==> config.mk <==
export PLATFORM = sky130hd
export DESIGN_NAME = serial_adder_ctrl
export DESIGN_NICKNAME = d
export VERILOG_FILES = /design/src/rtl/serial_adder_ctrl.sv
export SDC_FILE = /design/constraint.sdc
export NUM_CORES = 1
export LEC_CHECK = 0
export ABC_AREA = 1
export CAP_MARGIN = 20
export CORE_ASPECT_RATIO = 1.4
export CORE_MARGIN = 2
export CORE_UTILIZATION = 52
export CTS_BUF_LIST = sky130_fd_sc_hd__clkbuf_4
export CTS_CLUSTER_SIZE = 25
export DETAILED_ROUTE_END_ITERATION = 12
export GPL_TIMING_DRIVEN = 0
export PLACE_DENSITY = 0.81
export SKIP_LAST_GASP = 1
export SYNTH_ARGS = -nofsm -noshare
export SYNTH_HDL_FRONTEND = slang
export SYNTH_SLANG_ARGS = --single-unit
==> constraint.sdc <==
create_clock -name clk -period 1.5 [get_ports clk]
set_input_delay 0.45 -clock clk [delete_from_list [all_inputs] [get_ports clk]]
set_output_delay 0.45 -clock clk [all_outputs]
set_load 0.02 [all_outputs]
==> src/rtl/serial_adder_ctrl.sv <==
// Bit-serial adder sequencer: latches two operands on start and adds them LSB-first,
// one bit per cycle, through a single full-add cell. Define SERIAL_SUB_EN to add the sub input.
module serial_adder_ctrl #(
  parameter  int WIDTH = 8,
  localparam int CNT_W = $clog2(WIDTH) + 1
) (
  input  logic             clk,
  input  logic             rst,
  input  logic             start,
`ifdef SERIAL_SUB_EN
  input  logic             sub,
`endif
  input  logic [WIDTH-1:0] a,
  input  logic [WIDTH-1:0] b,
  output logic             busy,
  output logic             done,
  output logic [WIDTH-1:0] sum,
  output logic             cout
);

  typedef enum logic [1:0] {
    IDLE = 2'd0,
    ADD  = 2'd1,
    DONE = 2'd2
  } state_t;

  state_t           state;
  logic [WIDTH-1:0] a_sr;
  logic [WIDTH-1:0] b_sr;
  logic             carry;
  logic [CNT_W-1:0] count;

  logic             half_s;
  logic             s;
  logic             c_next;
  logic             sub_sel;
  logic             last_bit;

  // Two half adders plus the carry OR.
  always_comb begin
    half_s   = a_sr[0] ^ b_sr[0];
    s        = half_s ^ carry;
    c_next   = (a_sr[0] & b_sr[0]) | (carry & half_s);
    last_bit = (count == CNT_W'(WIDTH - 1));
  end

`ifdef SERIAL_SUB_EN
  assign sub_sel = sub;
`else
  assign sub_sel = 1'b0;
`endif

  always_ff @(posedge clk) begin
    if (rst) begin
      state <= IDLE;
      busy  <= 1'b0;
      done  <= 1'b0;
      sum   <= '0;
      cout  <= 1'b0;
      carry <= 1'b0;
      count <= '0;
      a_sr  <= '0;
      b_sr  <= '0;
    end else begin
      case (state)
        IDLE: begin
          if (start) begin
            // Subtraction is a + ~b + 1: invert B at load and preset the carry.
            a_sr  <= a;
            b_sr  <= sub_sel ? ~b : b;
            carry <= sub_sel;
            count <= '0;
            sum   <= '0;
            cout  <= 1'b0;
            busy  <= 1'b1;
            state <= ADD;
          end
        end
        ADD: begin
          sum   <= {s, sum[WIDTH-1:1]};
          a_sr  <= {1'b0, a_sr[WIDTH-1:1]};
          b_sr  <= {1'b0, b_sr[WIDTH-1:1]};
          carry <= c_next;
          count <= count + CNT_W'(1);
          if (last_bit) begin
            cout  <= c_next;
            done  <= 1'b1;
            state <= DONE;
          end
        end
        DONE: begin
          done  <= 1'b0;
          busy  <= 1'b0;
          state <= IDLE;
        end
        default: begin
          done  <= 1'b0;
          busy  <= 1'b0;
          state <= IDLE;
        end
      endcase
    end
  end

endmodule

==> results of run 1 <==
## synthesized netlist by cell type
master    instances
nand2_2           2
inv_2             2
inv_6             1
nand2_4           2
buf_2             2
ha_1              1
nand4_1           1
nand2_1          75
nor2_4            1
dfxtp_1          34
buf_6             4
xor2_1            1
clkbuf_1          2
a21oi_1          18
nor2_1           34
fa_1              1
nand3_1           3
o21ai_0          15
inv_1             5
## per-stage QoR
stage               instances  setup WS (ns)  total power, uW  utilization (%)
finish                    277        0.04004             1771            69.18
global route              277      0.0008846             1868            69.18
CTS                       276       -0.01999             1779            69.65
detailed placement        269        -0.3870             1294            67.99
global placement          269        -0.4106             1292            67.99
floorplan                 204         0.4104             1188                -
## area by class of cell
cell class	instances	area (sq um)
Multi-Input combinational cell	154	683.2
Fill cell	250	814.5
Sequential cell	34	680.7
Clock buffer	6	45.04
Inverter	8	38.79
Buffer	7	58.81
Tap cell	36	45.04
Clock inverter	2	8.758
Timing Repair Buffer	30	267.8
## timing repair
item / in CTS / in global routing
setup endpoints to repair: 19 / 26
gates resized for setup: 17 / 12
setup buffers: 0 / 1
## kinds of logic (layout without fill, tap and decap cells)
group | after synthesis | in the layout | share of synthesized area, %
AO/OA/AOI/OAI | 33 | 33 | 11.30
flip-flops | 34 | 34 | 46.58
XOR/XNOR | 1 | 1 | 0.5994
adder cells (fa/ha/maj) | 2 | 2 | 2.226
AND/OR/NAND/NOR | 118 | 118 | 32.62
buffers and inverters | 16 | 53 | 6.679
## power by group through the flow
stage                     registers, uW  clock network (uW)  logic, uW
after CTS                           985                 508        286
after global placement             1000                   0        288
final                               985                 499        288
after global routing                991                 550        327
after detailed placement           1000                   0        290
after floorplan                    1010                   0        181
## registers in the layout, summed over array words and instances, names as in the netlist
| name | count |
|---|---|
| busy | 1 |
| count | 4 |
| sum | 8 |
| done | 1 |
| a_sr | 8 |
| cout | 1 |
| carry | 1 |
| b_sr | 8 |
| state | 2 |
## per-layer routing
layer | wire [microns] | track usage (%)
met3 | 93 | 6.278
met4 | 59 | 10.71
met5 | 0 | 0
met2 | 1439 | 37.50
met1 | 1315 | 22.77
## worst min-delay path by stage
stage | start | endpoint
after floorplan | a_sr[7] | a_sr[7]
after global placement | done | done
after detailed placement | done | done
after CTS | done | done
after global routing | done | done
final | done | done
==> impl_metrics.env, run 1 <==
export IMPL_status="finished, final reports clean"
export IMPL_drv_slew=0
export IMPL_place_congestion=0.7633
export IMPL_io_buffer_count=29
export IMPL_avgSynthCellArea_sq_um=7.164
export IMPL_critPathLaunch="sum[1]"
export IMPL_vias=1327
export IMPL_netlist_instances=204
export IMPL_fmax_mhz=685.0
export IMPL_powerDensity_mw_per_mm2=969.0
export IMPL_ios=30
export IMPL_drt_iter0_markers=31
export IMPL_wl_mm=2.907
export IMPL_cts_tree="yes"
export IMPL_grt_setup_unrepaired="false"
export IMPL_worstMarginPinSlew_ns=0.4080
export IMPL_fp_row_count=22
export IMPL_ff2ff_setup_slack_ns=0.23
export IMPL_max_stage_delay_ns=0.36
export IMPL_cp_num_buf_inv=1
export IMPL_rr_endpoint="a_sr[4]"
export IMPL_hold_class="flip-flop to flip-flop"
export IMPL_whs_path_depth=2
export IMPL_final_setup_skew_ns=0.006242
export IMPL_grt_pass1_vias=1280
export IMPL_yosys_area_top_type="dfxtp_1"
export IMPL_insertion_delay_ns=0.34
export IMPL_initial_core_util_pct=55.30
export IMPL_clk_pin_slew_ns=0.10
export IMPL_post_route_period_util_pct=97.33
export IMPL_die_area_sq_mm=0.003257
export IMPL_end_kind="output port"
export IMPL_num_nets_final=261
export IMPL_dr_pass1_iters=4
export IMPL_ys_seq_area_share_pct=46.58
export IMPL_syn_area_sq_mm=0.001461
export IMPL_crit_fanout=3
export IMPL_cp_data_required_time_ns=1.05
export IMPL_p_comb_share_pct=16.2
export IMPL_irDropWorstVdd_mv=0.8408
export IMPL_p_switching_uw=492.5
export IMPL_cp_arrival_ns=1.01
export IMPL_dpl_cell_area_sq_mm=0.001797
export IMPL_cts_buffers=5
export IMPL_ant_nets=0
export IMPL_die_h_microns=66.73
export IMPL_cp_top_family="flip-flops"
export IMPL_syn_to_final_growth_pct=25.09
export IMPL_path_class="flip-flop to output port"
export IMPL_final_cell_mix="nand2_1, nor2_1, dfxtp_1, a21oi_1, clkdlybuf4s50_1"
export IMPL_seqPwrFrac_pct=55.6
export IMPL_r2r_cells=6
export IMPL_die_w_microns=48.81
export IMPL_leakagePower_uw=0.0007919
export IMPL_syn_nets=225
export IMPL_slowest_stage="dfxtp_1"
export IMPL_grt_max_degree=19
export IMPL_worstPathCellList="clkdlybuf4s15_1"
export IMPL_drive_above_1_share_pct=12.03
export IMPL_min_period_ns=1.460
export IMPL_clock_path_buffers=2
export IMPL_stdcell_area_sq_mm=0.001828
export IMPL_cts_sinks=34
export IMPL_synth_area_leaders="dfxtp_1, nand2_1, nor2_1"
export IMPL_p_clk_share_pct=28.2
export IMPL_dp_hpwl_mm=2.050
export IMPL_crit_cells=1
export IMPL_antenna_found_initial=0
export IMPL_ys_warn_count=0
export IMPL_cap_viol_max_count=0
export IMPL_via_per_inst=4.791
export IMPL_cp_start_kind="flip-flop"
export IMPL_r2r_start="state[1]"
export IMPL_coreArea_sq_mm=0.002643
export IMPL_cts_root_buf="clkbuf_4"
export IMPL_synth_distinct_cells=19
export IMPL_wl_per_cell_microns=10.49
export IMPL_swShare_pct=27.81
export IMPL_worstSetupEndpoint="sum[1]"
export IMPL_cts_htree_levels=2
export IMPL_hold_viol_final=0
export IMPL_mostFrequentLayoutCell="nand2_1"
export IMPL_grt_pass1_wl_mm=5.285
export IMPL_ctsHoldBuffers=0
export IMPL_finalSetupTns_ns=0
export IMPL_relSlewSlack_pct=72.80
export IMPL_drc=0
export IMPL_whs_ns=0.4580
export IMPL_intPower_uw=1279
export IMPL_synth_top_area_share_pct=46.58
export IMPL_track_usage_pct=21.15
export IMPL_num_antenna_cells=0
export IMPL_synth_seq_cells=34
export IMPL_setup_viol=0
export IMPL_overflow=0
Power figures use the tool's default switching activity.
==> run 2, diff against run 1 <==
--- a/config.mk
+++ b/config.mk
@@ -9,12 +9,12 @@
 export CAP_MARGIN = 20
 export CORE_ASPECT_RATIO = 1.4
 export CORE_MARGIN = 2
-export CORE_UTILIZATION = 52
+export CORE_UTILIZATION = 56
 export CTS_BUF_LIST = sky130_fd_sc_hd__clkbuf_4
 export CTS_CLUSTER_SIZE = 25
 export DETAILED_ROUTE_END_ITERATION = 12
 export GPL_TIMING_DRIVEN = 0
-export PLACE_DENSITY = 0.81
+export PLACE_DENSITY = 0.86
 export SKIP_LAST_GASP = 1
 export SYNTH_ARGS = -nofsm -noshare
 export SYNTH_HDL_FRONTEND = slang
==> constraint.sdc (replaced) <==
create_clock -name clk -period 1.9 [get_ports clk]
set_input_delay 0.57 -clock clk [delete_from_list [all_inputs] [get_ports clk]]
set_output_delay 0.57 -clock clk [all_outputs]
set_load 0.02 [all_outputs]
==> run 2 against run 1 <==
Net effect:
- sequential share of layout area is 0.72 points lower
- critical endpoint is now busy
- cell count is 0.72% lower
- utilization is 7.1 points higher
- non-clock buffer count stayed put
- highest routed layer unchanged
==> impl_metrics.env, run 2 (synthesis gave the netlist of run 1 again) <==
export IMPL_clock_path_buffers=2
export IMPL_setup_slack_ns=0.05117
export IMPL_grt_pass1_vias=1310
export IMPL_dpl_cell_area_sq_mm=0.001794
export IMPL_track_usage_pct=23.80
export IMPL_final_setup_skew_ns=0.004611
export IMPL_r2r_start="state[1]"
export IMPL_wl_mm=3.120
export IMPL_fp_row_count=21
export IMPL_place_congestion=0.7214
export IMPL_final_cell_mix="nand2_1, nor2_1, dfxtp_1, clkdlybuf4s50_1, a21oi_1"
export IMPL_leakagePower_uw=0.0009448
export IMPL_min_period_ns=1.849
export IMPL_hold_viol_final=0
export IMPL_cp_num_buf_inv=1
export IMPL_powerDensity_mw_per_mm2=739.0
export IMPL_worstPathCellList="clkdlybuf4s50_1"
export IMPL_ff2ff_setup_slack_ns=0.65
export IMPL_ctsHoldBuffers=0
export IMPL_grt_setup_unrepaired="false"
export IMPL_ios=30
export IMPL_stdcell_area_sq_mm=0.001864
export IMPL_irDropWorstVdd_mv=0.6580
export IMPL_cts_root_buf="clkbuf_4"
export IMPL_status="finished, final reports clean"
export IMPL_mostFrequentLayoutCell="nand2_1"
export IMPL_hp_start="done"
export IMPL_fmax_mhz=540.9
export IMPL_cp_start_kind="flip-flop"
export IMPL_finalSetupTns_ns=0
export IMPL_antenna_found_initial=0
export IMPL_cap_viol_max_count=0
export IMPL_multi_input_area_sq_um=683.2
export IMPL_min_to="done"
export IMPL_nFillCells=193
export IMPL_wl_per_cell_microns=11.35
export IMPL_die_area_sq_mm=0.003040
export IMPL_overflow=0
export IMPL_grt_pass1_wl_mm=5.250
export IMPL_relSlewSlack_pct=73.78
export IMPL_drive_above_1_share_pct=7.884
export IMPL_io_buffer_count=29
export IMPL_drt_iter0_markers=24
export IMPL_maxUsedRoutingLayer="met4"
export IMPL_slowest_stage="clkdlybuf4s50_1"
export IMPL_cp_arrival_ns=1.28
export IMPL_pre_cts_slack_ns=-0.1725
export IMPL_ant_nets=0
export IMPL_cts_sinks=34
export IMPL_r2r_cells=6
export IMPL_dp_hpwl_mm=2.251
export IMPL_grt_max_degree=11
export IMPL_drc=0
export IMPL_clk_pin_slew_ns=0.09
export IMPL_hold_class="flip-flop to flip-flop"
export IMPL_die_h_microns=64.45
export IMPL_cp_top_family="buffers and inverters"
export IMPL_post_route_period_util_pct=97.31
export IMPL_routed_wl_met2_mm=1.658
export IMPL_met1_length_mm=1.284
export IMPL_dr_pass1_iters=4
export IMPL_drv_slew=0
export IMPL_top_regs="a_sr (8), b_sr (8), sum (8)"
export IMPL_cts_buffers=5
export IMPL_die_w_microns=47.18
export IMPL_insertion_delay_ns=0.33
export IMPL_regArea_sq_um=680.7
export IMPL_end_kind="output port"
export IMPL_setup_viol=0
export IMPL_syn_to_final_growth_pct=27.57
export IMPL_cts_htree_levels=2
export IMPL_power_uw=1378
export IMPL_crit_fanout=2
export IMPL_cp_data_required_time_ns=1.33
export IMPL_worstMarginPinSlew_ns=0.3933
export IMPL_vias=1411
export IMPL_rr_endpoint="b_sr[6]"
export IMPL_whs_path_depth=2
export IMPL_num_antenna_cells=0
export IMPL_route_met3_wl_microns=112
export IMPL_coreArea_sq_mm=0.002444
export IMPL_path_class="flip-flop to output port"
export IMPL_via_per_inst=5.131
export IMPL_cts_tree="yes"
export IMPL_initial_core_util_pct=59.81
export IMPL_max_stage_delay_ns=0.60
export IMPL_num_nets_final=261
[run 2: cell count changes in the layout (fill, tap and decap cells not counted), moves of 2 or more]
cell,previous run,this run
clkbuf_2,6,0
clkdlybuf4s15_1,5,0
dlymetal6s2s_1,0,9
clkinv_1,1,3
[run 2: final cells by class]
type	count	area share [%]
repair buffers	29	16.71
flip-flops and latches	34	36.51
multi-input cells	154	36.64
plain buffers	8	3.356
well taps	34	2.282
clock inverters	3	0.6040
clock buffers	5	2.013
inverters	8	1.879
[run 2: timing repair]
item / 4_1_cts / 5_1_grt
gates resized for setup: 1 / 9
buffers inserted: 0 / 0
setup endpoints to repair: 1 / 9
[run 2: stage by stage]
step,hold slack (ns),util [%],instances
after floorplan,0.4330,-,204
after global placement,0.4368,73.43,267
after detailed placement,0.4503,73.43,267
after CTS,0.4649,75.37,275
after global routing,0.4861,76.29,275
final,0.4586,76.29,275
[run 2: how the worst max path moves through the flow]
| stage | start | to | slack (ns) | cells past startpoint |
|---|---|---|---|---|
| after detailed placement | rst | a_sr[1] | -0.17 | 5 |
| after floorplan | start | a_sr[1] | 0.69 | 5 |
| after global placement | rst | a_sr[2] | -0.05 | 5 |
| final | busy | busy | 0.05 | 1 |
| after CTS | sum[5] | sum[5] | 0.003 | 1 |
| after global routing | busy | busy | 0.003 | 1 |
[run 2: where the power goes]
part           switching [uW]  leakage (uW)  total [uW]  internal [uW]
sequential               25.1      0.000279         778            753
clock                     235     0.0000277         367            132
combinational             128      0.000638         233            105
[run 2: layer usage]
layer  GRT usage [%]  vias up
met5               0        -
met3           4.178        7
li1                -      715
met2           42.64       39
met1           24.82      650
met4           11.81        0
==> run 3, diff against run 2 <==
--- a/config.mk
+++ b/config.mk
@@ -9,12 +9,12 @@
 export CAP_MARGIN = 20
 export CORE_ASPECT_RATIO = 1.4
 export CORE_MARGIN = 2
-export CORE_UTILIZATION = 56
+export CORE_UTILIZATION = 52
 export CTS_BUF_LIST = sky130_fd_sc_hd__clkbuf_4
 export CTS_CLUSTER_SIZE = 25
 export DETAILED_ROUTE_END_ITERATION = 12
 export GPL_TIMING_DRIVEN = 0
-export PLACE_DENSITY = 0.86
+export PLACE_DENSITY = 0.81
 export SKIP_LAST_GASP = 1
 export SYNTH_ARGS = -nofsm -noshare
 export SYNTH_HDL_FRONTEND = slang
==> constraint.sdc (replaced) <==
create_clock -name clk -period 1.8 [get_ports clk]
set_input_delay 0.54 -clock clk [delete_from_list [all_inputs] [get_ports clk]]
set_output_delay 0.54 -clock clk [all_outputs]
set_load 0.02 [all_outputs]
==> run 3 against run 2 <==
Net effect:
- routed wire length fell by 7.5%
- hold slack got worse by 0.0052 ns
- combinational power rose by 2%
- critical endpoint is now sum[6]
- cell count grew 0.36%
- largest cell class unchanged
==> impl_metrics.env, run 3 (synthesis gave the netlist of run 1 again) <==
export IMPL_overflow=0
export IMPL_powerDensity_mw_per_mm2=805.9
export IMPL_ff2ff_setup_slack_ns=0.53
export IMPL_path_class="flip-flop to output port"
export IMPL_cts_root_buf="clkbuf_4"
export IMPL_regArea_sq_um=680.7
export IMPL_die_h_microns=66.73
export IMPL_fp_row_count=22
export IMPL_min_period_ns=1.595
export IMPL_placed_cells=269
export IMPL_final_cell_mix="nand2_1, nor2_1, dfxtp_1, a21oi_1, clkdlybuf4s50_1"
export IMPL_maxUsedRoutingLayer="met4"
export IMPL_hold_viol_final=0
export IMPL_grt_pass1_vias=1271
export IMPL_wl_mm=2.886
export IMPL_antenna_found_initial=0
export IMPL_ant_nets=0
export IMPL_dp_hpwl_mm=2.050
export IMPL_whs_path_depth=2
export IMPL_cp_start_kind="flip-flop"
export IMPL_grt_max_degree=11
export IMPL_irDropWorstVdd_mv=0.7131
export IMPL_clock_path_buffers=2
export IMPL_initial_core_util_pct=55.30
export IMPL_drv_slew=0
export IMPL_end_kind="output port"
export IMPL_cts_resized=11
export IMPL_leakagePower_uw=0.0008295
export IMPL_post_route_period_util_pct=88.60
export IMPL_hold_class="flip-flop to flip-flop"
export IMPL_ios=30
export IMPL_clk_pin_slew_ns=0.10
export IMPL_wl_per_cell_microns=10.46
export IMPL_post_cts_setup_buffer_count=0
export IMPL_ctsHoldBuffers=0
export IMPL_num_nets_final=260
export IMPL_via_per_inst=4.837
export IMPL_vias=1335
export IMPL_cts_buffers=5
export IMPL_cp_num_buf_inv=1
export IMPL_power_uw=1477
export IMPL_cap_viol_max_count=0
export IMPL_coreArea_sq_mm=0.002643
export IMPL_rr_endpoint="a_sr[4]"
export IMPL_pre_cts_slack_ns=-0.1770
export IMPL_fmax_mhz=627.0
export IMPL_track_usage_pct=20.96
export IMPL_drc=0
export IMPL_routed_wl_met2_mm=1.413
export IMPL_grt_pass1_wl_mm=5.250
export IMPL_dpl_cell_area_sq_mm=0.001797
export IMPL_status="finished, final reports clean"
export IMPL_io_buffer_count=29
export IMPL_setup_viol=0
export IMPL_cts_sinks=34
export IMPL_r2r_start="state[1]"
export IMPL_setup_slack_ns=0.2052
export IMPL_die_area_sq_mm=0.003257
export IMPL_hp_start="done"
export IMPL_met1_length_mm=1.316
export IMPL_worstMarginPinSlew_ns=0.4372
export IMPL_cp_arrival_ns=1.05
export IMPL_crit_fanout=3
export IMPL_grt_setup_unrepaired="false"
export IMPL_die_w_microns=48.81
export IMPL_max_stage_delay_ns=0.37
export IMPL_syn_to_final_growth_pct=25.43
export IMPL_cp_top_family="flip-flops"
export IMPL_slowest_stage="dfxtp_1"
export IMPL_min_to="done"
export IMPL_top_regs="a_sr (8), b_sr (8), sum (8)"
export IMPL_nFillCells=252
export IMPL_num_antenna_cells=0
export IMPL_cts_htree_levels=2
export IMPL_route_met3_wl_microns=84
export IMPL_final_cells=276
export IMPL_cp_data_required_time_ns=1.26
export IMPL_stdcell_area_sq_mm=0.001833
export IMPL_multi_input_area_sq_um=683.2
export IMPL_finalSetupTns_ns=0
export IMPL_insertion_delay_ns=0.34
export IMPL_dr_pass1_iters=4
export IMPL_relSlewSlack_pct=70.82
export IMPL_cts_tree="yes"
export IMPL_r2r_cells=6
export IMPL_drive_above_1_share_pct=8.750
export IMPL_drt_iter0_markers=29
export IMPL_worstPathCellList="dlygate4sd2_1"
export IMPL_final_setup_skew_ns=0.007579
export IMPL_place_congestion=0.7633
export IMPL_mostFrequentLayoutCell="nand2_1"
[run 3: per-stage QoR]
| stage | utilization, % | hold WS [ns] |
|---|---|---|
| finish | 69.37 | 0.4534 |
| global route | 69.37 | 0.4863 |
| CTS | 69.51 | 0.4553 |
| detailed placement | 67.99 | 0.4433 |
| global placement | 67.99 | 0.4352 |
| floorplan | - | 0.4330 |
[run 3: worst max-delay path by stage]
stage	start	to	slack (ns)	depth (start not counted)
6_report	sum[6]	sum[6]	0.21	1
5_1_grt	rst	b_sr[3]	0.14	4
4_1_cts	rst	a_sr[4]	0.12	5
3_5_place_dp	rst	a_sr[5]	-0.18	5
3_3_place_gp	rst	a_sr[2]	-0.20	5
2_1_floorplan	start	a_sr[1]	0.62	5
[run 3: area by class of cell]
class | instances | area share, %
multi-input combinational | 154 | 37.27
sequential | 34 | 37.13
timing repair buffer | 29 | 15.09
buffer | 7 | 3.208
clock buffer | 6 | 2.457
tap | 36 | 2.457
inverter | 8 | 1.911
clock inverter | 2 | 0.4778
[run 3: metal layers]
metal / global-route usage (%) / vias to the layer above
met2: 37.50 / 31
met1: 22.91 / 587
li1: - / 709
met5: 0 / -
met3: 4.036 / 8
met4: 12.50 / 0
[run 3: where the power goes]
part | total, uW | switching, uW | internal (uW)
Sequential | 820 | 25.3 | 795
Combinational | 237 | 130 | 107
Clock | 420 | 259 | 162
Total | 1480 | 414 | 1060
